==> config.mk <==
export PLATFORM = sky130hd
export DESIGN_NAME = audio_parallel_to_serial_flat
export DESIGN_NICKNAME = d
export VERILOG_FILES = /design/src/rtl/audio_parallel_to_serial_pkg.sv /design/src/rtl/audio_parallel_to_serial_if.sv /design/src/rtl/audio_lrck_edge_detect.sv /design/src/rtl/audio_parallel_to_serial.sv /design/src/flat_wrapper.sv
export SDC_FILE = /design/constraint.sdc
export NUM_CORES = 1
export LEC_CHECK = 0
export CAP_MARGIN = 20
export CORE_UTILIZATION = 35
export DETAILED_ROUTE_END_ITERATION = 8
export GPL_TIMING_DRIVEN = 0
export PLACE_DENSITY = 0.52
export SYNTH_ARGS = -nofsm -noshare
export SYNTH_HDL_FRONTEND = slang
export SYNTH_SLANG_ARGS = --single-unit
export TNS_END_PERCENT = 10
==> constraint.sdc <==
create_clock -name AUD_BCK -period 3 [get_ports AUD_BCK]
set_input_delay 0.6 -clock AUD_BCK [delete_from_list [all_inputs] [get_ports AUD_BCK]]
set_output_delay 0.6 -clock AUD_BCK [all_outputs]
set_load 0.01 [all_outputs]
==> src/rtl/audio_parallel_to_serial_pkg.sv <==
`default_nettype none
// +------------------------------------------------------------------+
// | audio_parallel_to_serial_pkg: shared types for the I2S DAC path   |
// | Rev 1.0                                                          |
// +------------------------------------------------------------------+
package audio_parallel_to_serial_pkg;

   localparam int AUD_DATA_WIDTH = 16;

   typedef enum logic [2:0] {
      ST_SYNC    = 3'd0,
      ST_SHIFT_L = 3'd1,
      ST_PAD_L   = 3'd2,
      ST_SHIFT_R = 3'd3,
      ST_PAD_R   = 3'd4
   } state_t;

   localparam logic c_LRCK_LEFT  = 1'b0;
   localparam logic c_LRCK_RIGHT = 1'b1;

endpackage
`default_nettype wire

==> src/rtl/audio_parallel_to_serial_if.sv <==
`default_nettype none
// +------------------------------------------------------------------+
// | audio_parallel_to_serial_if: stereo pair valid/ready handshake    |
// | Rev 1.0                                                          |
// +------------------------------------------------------------------+
interface audio_parallel_to_serial_if
   import audio_parallel_to_serial_pkg::*;
#(
   parameter int DATA_WIDTH = AUD_DATA_WIDTH
);
   logic [DATA_WIDTH-1:0] AUD_inL;
   logic [DATA_WIDTH-1:0] AUD_inR;
   logic                  in_valid;
   logic                  in_ready;

   modport master (output AUD_inL, output AUD_inR, output in_valid, input in_ready);
   modport slave  (input AUD_inL, input AUD_inR, input in_valid, output in_ready);
endinterface
`default_nettype wire

==> src/rtl/audio_lrck_edge_detect.sv <==
`default_nettype none
// +------------------------------------------------------------------+
// | audio_lrck_edge_detect: LRCK fall (left start) / rise (right)     |
// | Rev 1.0                                                          |
// +------------------------------------------------------------------+
module audio_lrck_edge_detect
   import audio_parallel_to_serial_pkg::*;
(
   input  wire logic clk,
   input  wire logic i_lrck,
   output logic      o_fall,
   output logic      o_rise
);
   logic r_lr_prev;

   // Tracking LRCK unconditionally also covers reset: no false edge afterwards.
   always_ff @(posedge clk) begin
      r_lr_prev <= i_lrck;
   end

   assign o_fall = (r_lr_prev == c_LRCK_RIGHT) && (i_lrck == c_LRCK_LEFT);
   assign o_rise = (r_lr_prev == c_LRCK_LEFT)  && (i_lrck == c_LRCK_RIGHT);
endmodule
`default_nettype wire

==> src/rtl/audio_parallel_to_serial.sv <==
`default_nettype none
// +------------------------------------------------------------------+
// | audio_parallel_to_serial: I2S slave transmitter for WM8731 DAC    |
// | Rev 1.0                                                          |
// +------------------------------------------------------------------+
module audio_parallel_to_serial
   import audio_parallel_to_serial_pkg::*;
#(
   parameter int DATA_WIDTH         = AUD_DATA_WIDTH,
   parameter bit REPEAT_ON_UNDERRUN = 1'b1
)(
   input  wire logic                   AUD_BCK,
   input  wire logic                   reset,
   input  wire logic                   AUD_LRCK,
   audio_parallel_to_serial_if.slave   s_in,
   output logic                        AUD_DACDAT,
   output logic                        underrun
);
   localparam int c_CNT_W = $clog2(DATA_WIDTH);

   state_t                r_state, w_state_nxt;
   logic                  r_hold_full;
   logic [DATA_WIDTH-1:0] r_hold_L, r_hold_R;
   logic [DATA_WIDTH-1:0] r_last_L, r_last_R;
   logic [DATA_WIDTH-1:0] r_R_pend;
   logic [DATA_WIDTH-1:0] r_sh, w_sh_nxt;
   logic [c_CNT_W-1:0]    r_cnt, w_cnt_nxt;
   logic                  r_dac, w_dac_nxt;
   logic                  r_underrun;
   logic                  w_fall, w_rise, w_ready, w_accept;
   logic [DATA_WIDTH-1:0] w_frame_L, w_frame_R;

   audio_lrck_edge_detect u_edge (
      .clk    (AUD_BCK),
      .i_lrck (AUD_LRCK),
      .o_fall (w_fall),
      .o_rise (w_rise)
   );

   // A frame load frees the buffer in the same cycle, so it may refill at once.
   assign w_ready       = ~r_hold_full | w_fall;
   assign w_accept      = s_in.in_valid & w_ready;
   assign s_in.in_ready = w_ready;

   always_comb begin
      w_frame_L = '0;
      w_frame_R = '0;
      if (r_hold_full) begin
         w_frame_L = r_hold_L;
         w_frame_R = r_hold_R;
      end else if (REPEAT_ON_UNDERRUN) begin
         w_frame_L = r_last_L;
         w_frame_R = r_last_R;
      end
   end

   always_comb begin
      w_state_nxt = r_state;
      w_dac_nxt   = 1'b0;
      w_sh_nxt    = r_sh << 1;
      w_cnt_nxt   = r_cnt;
      if (w_fall) begin
         w_state_nxt = ST_SHIFT_L;
         w_dac_nxt   = w_frame_L[DATA_WIDTH-1];
         w_sh_nxt    = w_frame_L << 1;
         w_cnt_nxt   = c_CNT_W'(DATA_WIDTH-1);
      end else if (w_rise && (r_state != ST_SYNC)) begin
         w_state_nxt = ST_SHIFT_R;
         w_dac_nxt   = r_R_pend[DATA_WIDTH-1];
         w_sh_nxt    = r_R_pend << 1;
         w_cnt_nxt   = c_CNT_W'(DATA_WIDTH-1);
      end else begin
         case (r_state)
            ST_SHIFT_L, ST_SHIFT_R: begin
               w_dac_nxt = r_sh[DATA_WIDTH-1];
               w_cnt_nxt = r_cnt - c_CNT_W'(1);
               // r_cnt counts bits still to go; at 1 this cycle drives bit 0.
               if (r_cnt == c_CNT_W'(1)) begin
                  w_state_nxt = (r_state == ST_SHIFT_L) ? ST_PAD_L : ST_PAD_R;
               end
            end
            default: w_dac_nxt = 1'b0;
         endcase
      end
   end

   always_ff @(posedge AUD_BCK) begin
      if (reset) begin
         r_state <= ST_SYNC;
      end else begin
         r_state <= w_state_nxt;
      end
   end

   always_ff @(posedge AUD_BCK) begin
      if (reset) begin
         r_dac       <= 1'b0;
         r_underrun  <= 1'b0;
         r_hold_full <= 1'b0;
         r_hold_L    <= '0;
         r_hold_R    <= '0;
         r_last_L    <= '0;
         r_last_R    <= '0;
         r_R_pend    <= '0;
         r_sh        <= '0;
         r_cnt       <= '0;
      end else begin
         r_dac      <= w_dac_nxt;
         r_sh       <= w_sh_nxt;
         r_cnt      <= w_cnt_nxt;
         r_underrun <= w_fall & ~r_hold_full;
         if (w_fall) begin
            r_R_pend <= w_frame_R;
            if (r_hold_full) begin
               r_last_L <= r_hold_L;
               r_last_R <= r_hold_R;
            end
         end
         if (w_accept) begin
            r_hold_L    <= s_in.AUD_inL;
            r_hold_R    <= s_in.AUD_inR;
            r_hold_full <= 1'b1;
         end else if (w_fall) begin
            r_hold_full <= 1'b0;
         end
      end
   end

   assign AUD_DACDAT = r_dac;
   assign underrun   = r_underrun;
endmodule
`default_nettype wire

==> src/flat_wrapper.sv <==
// flat-port wrapper written by rule: the top's interface ports become plain ports
module audio_parallel_to_serial_flat import audio_parallel_to_serial_pkg::*;
#(
   parameter int DATA_WIDTH         = AUD_DATA_WIDTH,
   parameter bit REPEAT_ON_UNDERRUN = 1'b1
)
  (AUD_BCK, reset, AUD_LRCK, AUD_DACDAT, underrun, s_in_AUD_inL, s_in_AUD_inR, s_in_in_valid, s_in_in_ready);
  audio_parallel_to_serial_if #(.DATA_WIDTH(DATA_WIDTH)) s_in_i ();
  input  wire logic AUD_BCK;
  input  wire logic reset;
  input  wire logic AUD_LRCK;
  output logic AUD_DACDAT;
  output logic underrun;
  input wire logic [$bits(s_in_i.AUD_inL)-1:0] s_in_AUD_inL;
  input wire logic [$bits(s_in_i.AUD_inR)-1:0] s_in_AUD_inR;
  input wire logic [$bits(s_in_i.in_valid)-1:0] s_in_in_valid;
  output wire logic [$bits(s_in_i.in_ready)-1:0] s_in_in_ready;
  assign s_in_i.AUD_inL = s_in_AUD_inL;
  assign s_in_i.AUD_inR = s_in_AUD_inR;
  assign s_in_i.in_valid = s_in_in_valid;
  assign s_in_in_ready = s_in_i.in_ready;
  audio_parallel_to_serial #(.DATA_WIDTH(DATA_WIDTH), .REPEAT_ON_UNDERRUN(REPEAT_ON_UNDERRUN)) u_core (.AUD_BCK(AUD_BCK), .reset(reset), .AUD_LRCK(AUD_LRCK), .s_in(s_in_i), .AUD_DACDAT(AUD_DACDAT), .underrun(underrun));
endmodule
==> flow_summary.yaml <==
synth:
  synth.avg_cell_area_um2: 9.61
  synth_warnings: 0
  ys_seq_area_share_pct: 51.2
  syn_area_mm2: 0.00352
  yosys.area.top_type: "dfxtp_1"
  netlist.area_leader.share_pct: 51.2
  synth_seq_cells: 90
  ys_top_cells_by_area: "dfxtp_1 (51%), mux2i_1 (18%), nand2_1 (7.5%)"
  synth_cell_types: 29
  syn_inst: 366
  synth_nets: 404
die:
  fp.dieH_um: 102
  rows: 36
  die_area_mm2: 0.0105
  initial_core_util_pct: 36.0
  die_w_um: 102
  io_pins: 39
  core-area_mm2: 0.00977
critical_path:
  arrival_ns: 1.88
  worstPathCellList: "clkdlybuf4s50_1 > nand2b_4 > nand2_1 > clkdlybuf4s50_1"
  critPathSlowestCell: "clkdlybuf4s50_1"
  worst_path_dominant_cell_family: "buffers and inverters"
  max_stage_delay_ns: 0.53
  critical_path_class: "in2out"
  end_kind: "output pin"
  cp.buffers_inverters: 2
  startpoint_type: "input pin"
  crit_path_frequent_cell: "clkdlybuf4s50_1"
  critPathMaxFanout: 6
  required_ns: 2.40
clock_tree:
  clockBufferDepth: 2
  cts_made_buffers: 9
  cts.clk_slew.worst_paths_ns: 0.08
  tritoncts: "done"
  holdBufCountCts: 0
  root_buffer: "clkbuf_8"
  post_cts.repair.setup_buffers: 0
  clkLatencyLatePin_ns: 0.36
  htree_levels: 3
  cts_resized: 0
  cts.sinks: 90
flow_run:
  drv_cap: 0
place:
  placement.io_buffers: 38
  dp.cells: 537
  dpl.hpwl_um: 5440
  place.gp.congestion: 0.753
drt:
  wl_per_cell_um: 13.5
  drt.antenna.violating_nets: 0
  drc: 0
  drt_pass1_iterations: 4
  vias: 2563
  via_per_inst: 4.63
  drt_wl_total_um: 7480
  drt_iter0_markers: 69
timing:
  final.min_clock_period_ns: 2.48
  hold_viol: 0
  slew_headroom_pct: 63.7
  period_share_pct: 82.6
  slew_viol_final: 0
  fmax_ghz: 0.403
  worst_pin_slew_ns: 0.544
  hold_slack_ns: 0.456
  setup_viol: 0
  skew_ns: 0.0103
  rsz0062_at_grt: "false"
  finalSetupTns_ns: 0
cells_and_area:
  multi_input_area_mm2: 0.00152
  num-fill-cells: 969
  fin_nets: 453
  final_cell_mix: "dfxtp_1 (90), nand2_1 (70), mux2i_1 (62), a21oi_1 (41)"
  layout_commonest_cell: "dfxtp_1"
  fin_cells: 553
  n_antenna_cell: 0
  area_delta_synth_final_pct: 21.8
  seqCellArea_mm2: 0.00180
  drive_above_1_share_pct: 9.05
worst_hold_path:
  hp-class: "reg2reg"
grt:
  grt_pass1_vias: 2442
  gr-total-overflow: 0
  grt_pass1_wl_um: 12100
  antenna_found_initial: 0
  grt_max_degree: 15
  grt_usage_pct: 15.7
pwr:
  p_seq_share_pct: 52.4
  swShare_pct: 23.3
  powerDensity_mw_per_mm2: 567
  pwr-share-comb_pct: 10.2
  vdd.ir_drop.worst_v: 0.000344
  pwr-share-clk_pct: 37.4
  p_sw_mw: 0.566
  p_leak_nw: 1.54
  p_int_mw: 1.86
run_status:
  outcome: "finished clean"
[per-stage QoR]
stage	area, µm²	util (%)	setup slack [ns]	power, mW
after floorplan	3520	-	1.46	1.45
after global placement	4060	41.6	0.521	1.55
after detailed placement	4060	41.6	0.519	1.55
after CTS	4280	43.8	0.502	2.46
after global routing	4280	43.8	0.459	2.54
final	4280	43.8	0.521	2.43
[power groups by stage]
stage               logic [mW]  registers [mW]  clock network (mW)
finish                   0.247            1.27               0.909
global route             0.273            1.28               0.991
CTS                      0.251            1.27               0.936
detailed placement       0.250            1.30                   0
global placement         0.247            1.30                   0
floorplan                0.163            1.29                   0
[cell usage after synthesis]
cell type,n
and2_1,1
buf_8,1
and2b_2,2
inv_1,4
dfxtp_1,90
nand4bb_1,1
mux2i_1,62
nand2_1,70
nor4b_2,1
nand2b_4,1
o31a_1,1
a21boi_4,1
ha_1,2
nor3_1,1
o21ai_0,1
o22ai_1,14
nand2b_1,2
nor2_1,38
a21oi_1,41
nor2b_2,1
nor2_2,1
o21ba_2,1
xor2_1,1
buf_4,3
a31oi_1,1
buf_2,5
xnor2_1,3
clkbuf_1,9
buf_6,7
[metal layers]
| metal | GRT usage, % | wire length [µm] | share of wire (%) | up-vias |
|---|---|---|---|---|
| met4 | 4.62 | 68 | 0.91 | 0 |
| met2 | 25.6 | 3520 | 47 | 31 |
| li1 | - | - | - | 1328 |
| met3 | 5.13 | 240 | 3.2 | 6 |
| met1 | 19.9 | 3660 | 49 | 1198 |
| met5 | 0 | 0 | 0 | - |
[registers in the layout, indices dropped and copies added (netlist names)]
register,count
u_core.r_hold_R,16
u_core.AUD_DACDAT,1
u_core.r_state,3
u_core.r_last_R,16
u_core.u_edge.r_lr_prev,1
u_core.underrun,1
u_core.r_hold_full,1
u_core.r_cnt,4
u_core.r_last_L,16
u_core.r_sh,15
u_core.r_hold_L,16
[path summary, 6_finish.rpt]
| kind | start | to | slack (ns) | cells after the start |
|---|---|---|---|---|
| hold reg to reg | u_core.r_last_L[0] | u_core.r_last_L[0] | 0.46 | 2 |
| setup / recovery | AUD_LRCK | s_in_in_ready | 0.52 | 4 |
| hold / removal | u_core.r_last_L[0] | u_core.r_last_L[0] | 0.46 | 2 |
| setup reg to reg | u_core.u_edge.r_lr_prev | u_core.r_hold_L[13] | 1.50 | 5 |
[worst register-to-register path, stage by stage, from the launching register on]
cell,delay [ns]
dfxtp_1,0.42
nand2b_4,0.12
a21boi_4,0.34
buf_6,0.23
mux2i_1,0.20
nor2_1,0.05
[cell families after synthesis]
kind of cell	share of synthesized area, %
simple gates	14.3
flops	51.2
mux	17.7
compound gates	9.72
buf+inv	5.41
xor+xnor	0.997
fa+ha+maj	0.712
[final cells by class]
| cell class | count | share of cell area (%) |
|---|---|---|
| Buffer | 25 | 4.09 |
| Clock inverter | 4 | 1.75 |
| Clock buffer | 12 | 3.39 |
| Inverter | 4 | 0.351 |
| Multi-Input combinational cell | 247 | 35.6 |
| Tap cell | 133 | 3.89 |
| Sequential cell | 90 | 42.1 |
| Timing Repair Buffer | 38 | 8.88 |
No activity file was read; power rests on OpenSTA's default activity.
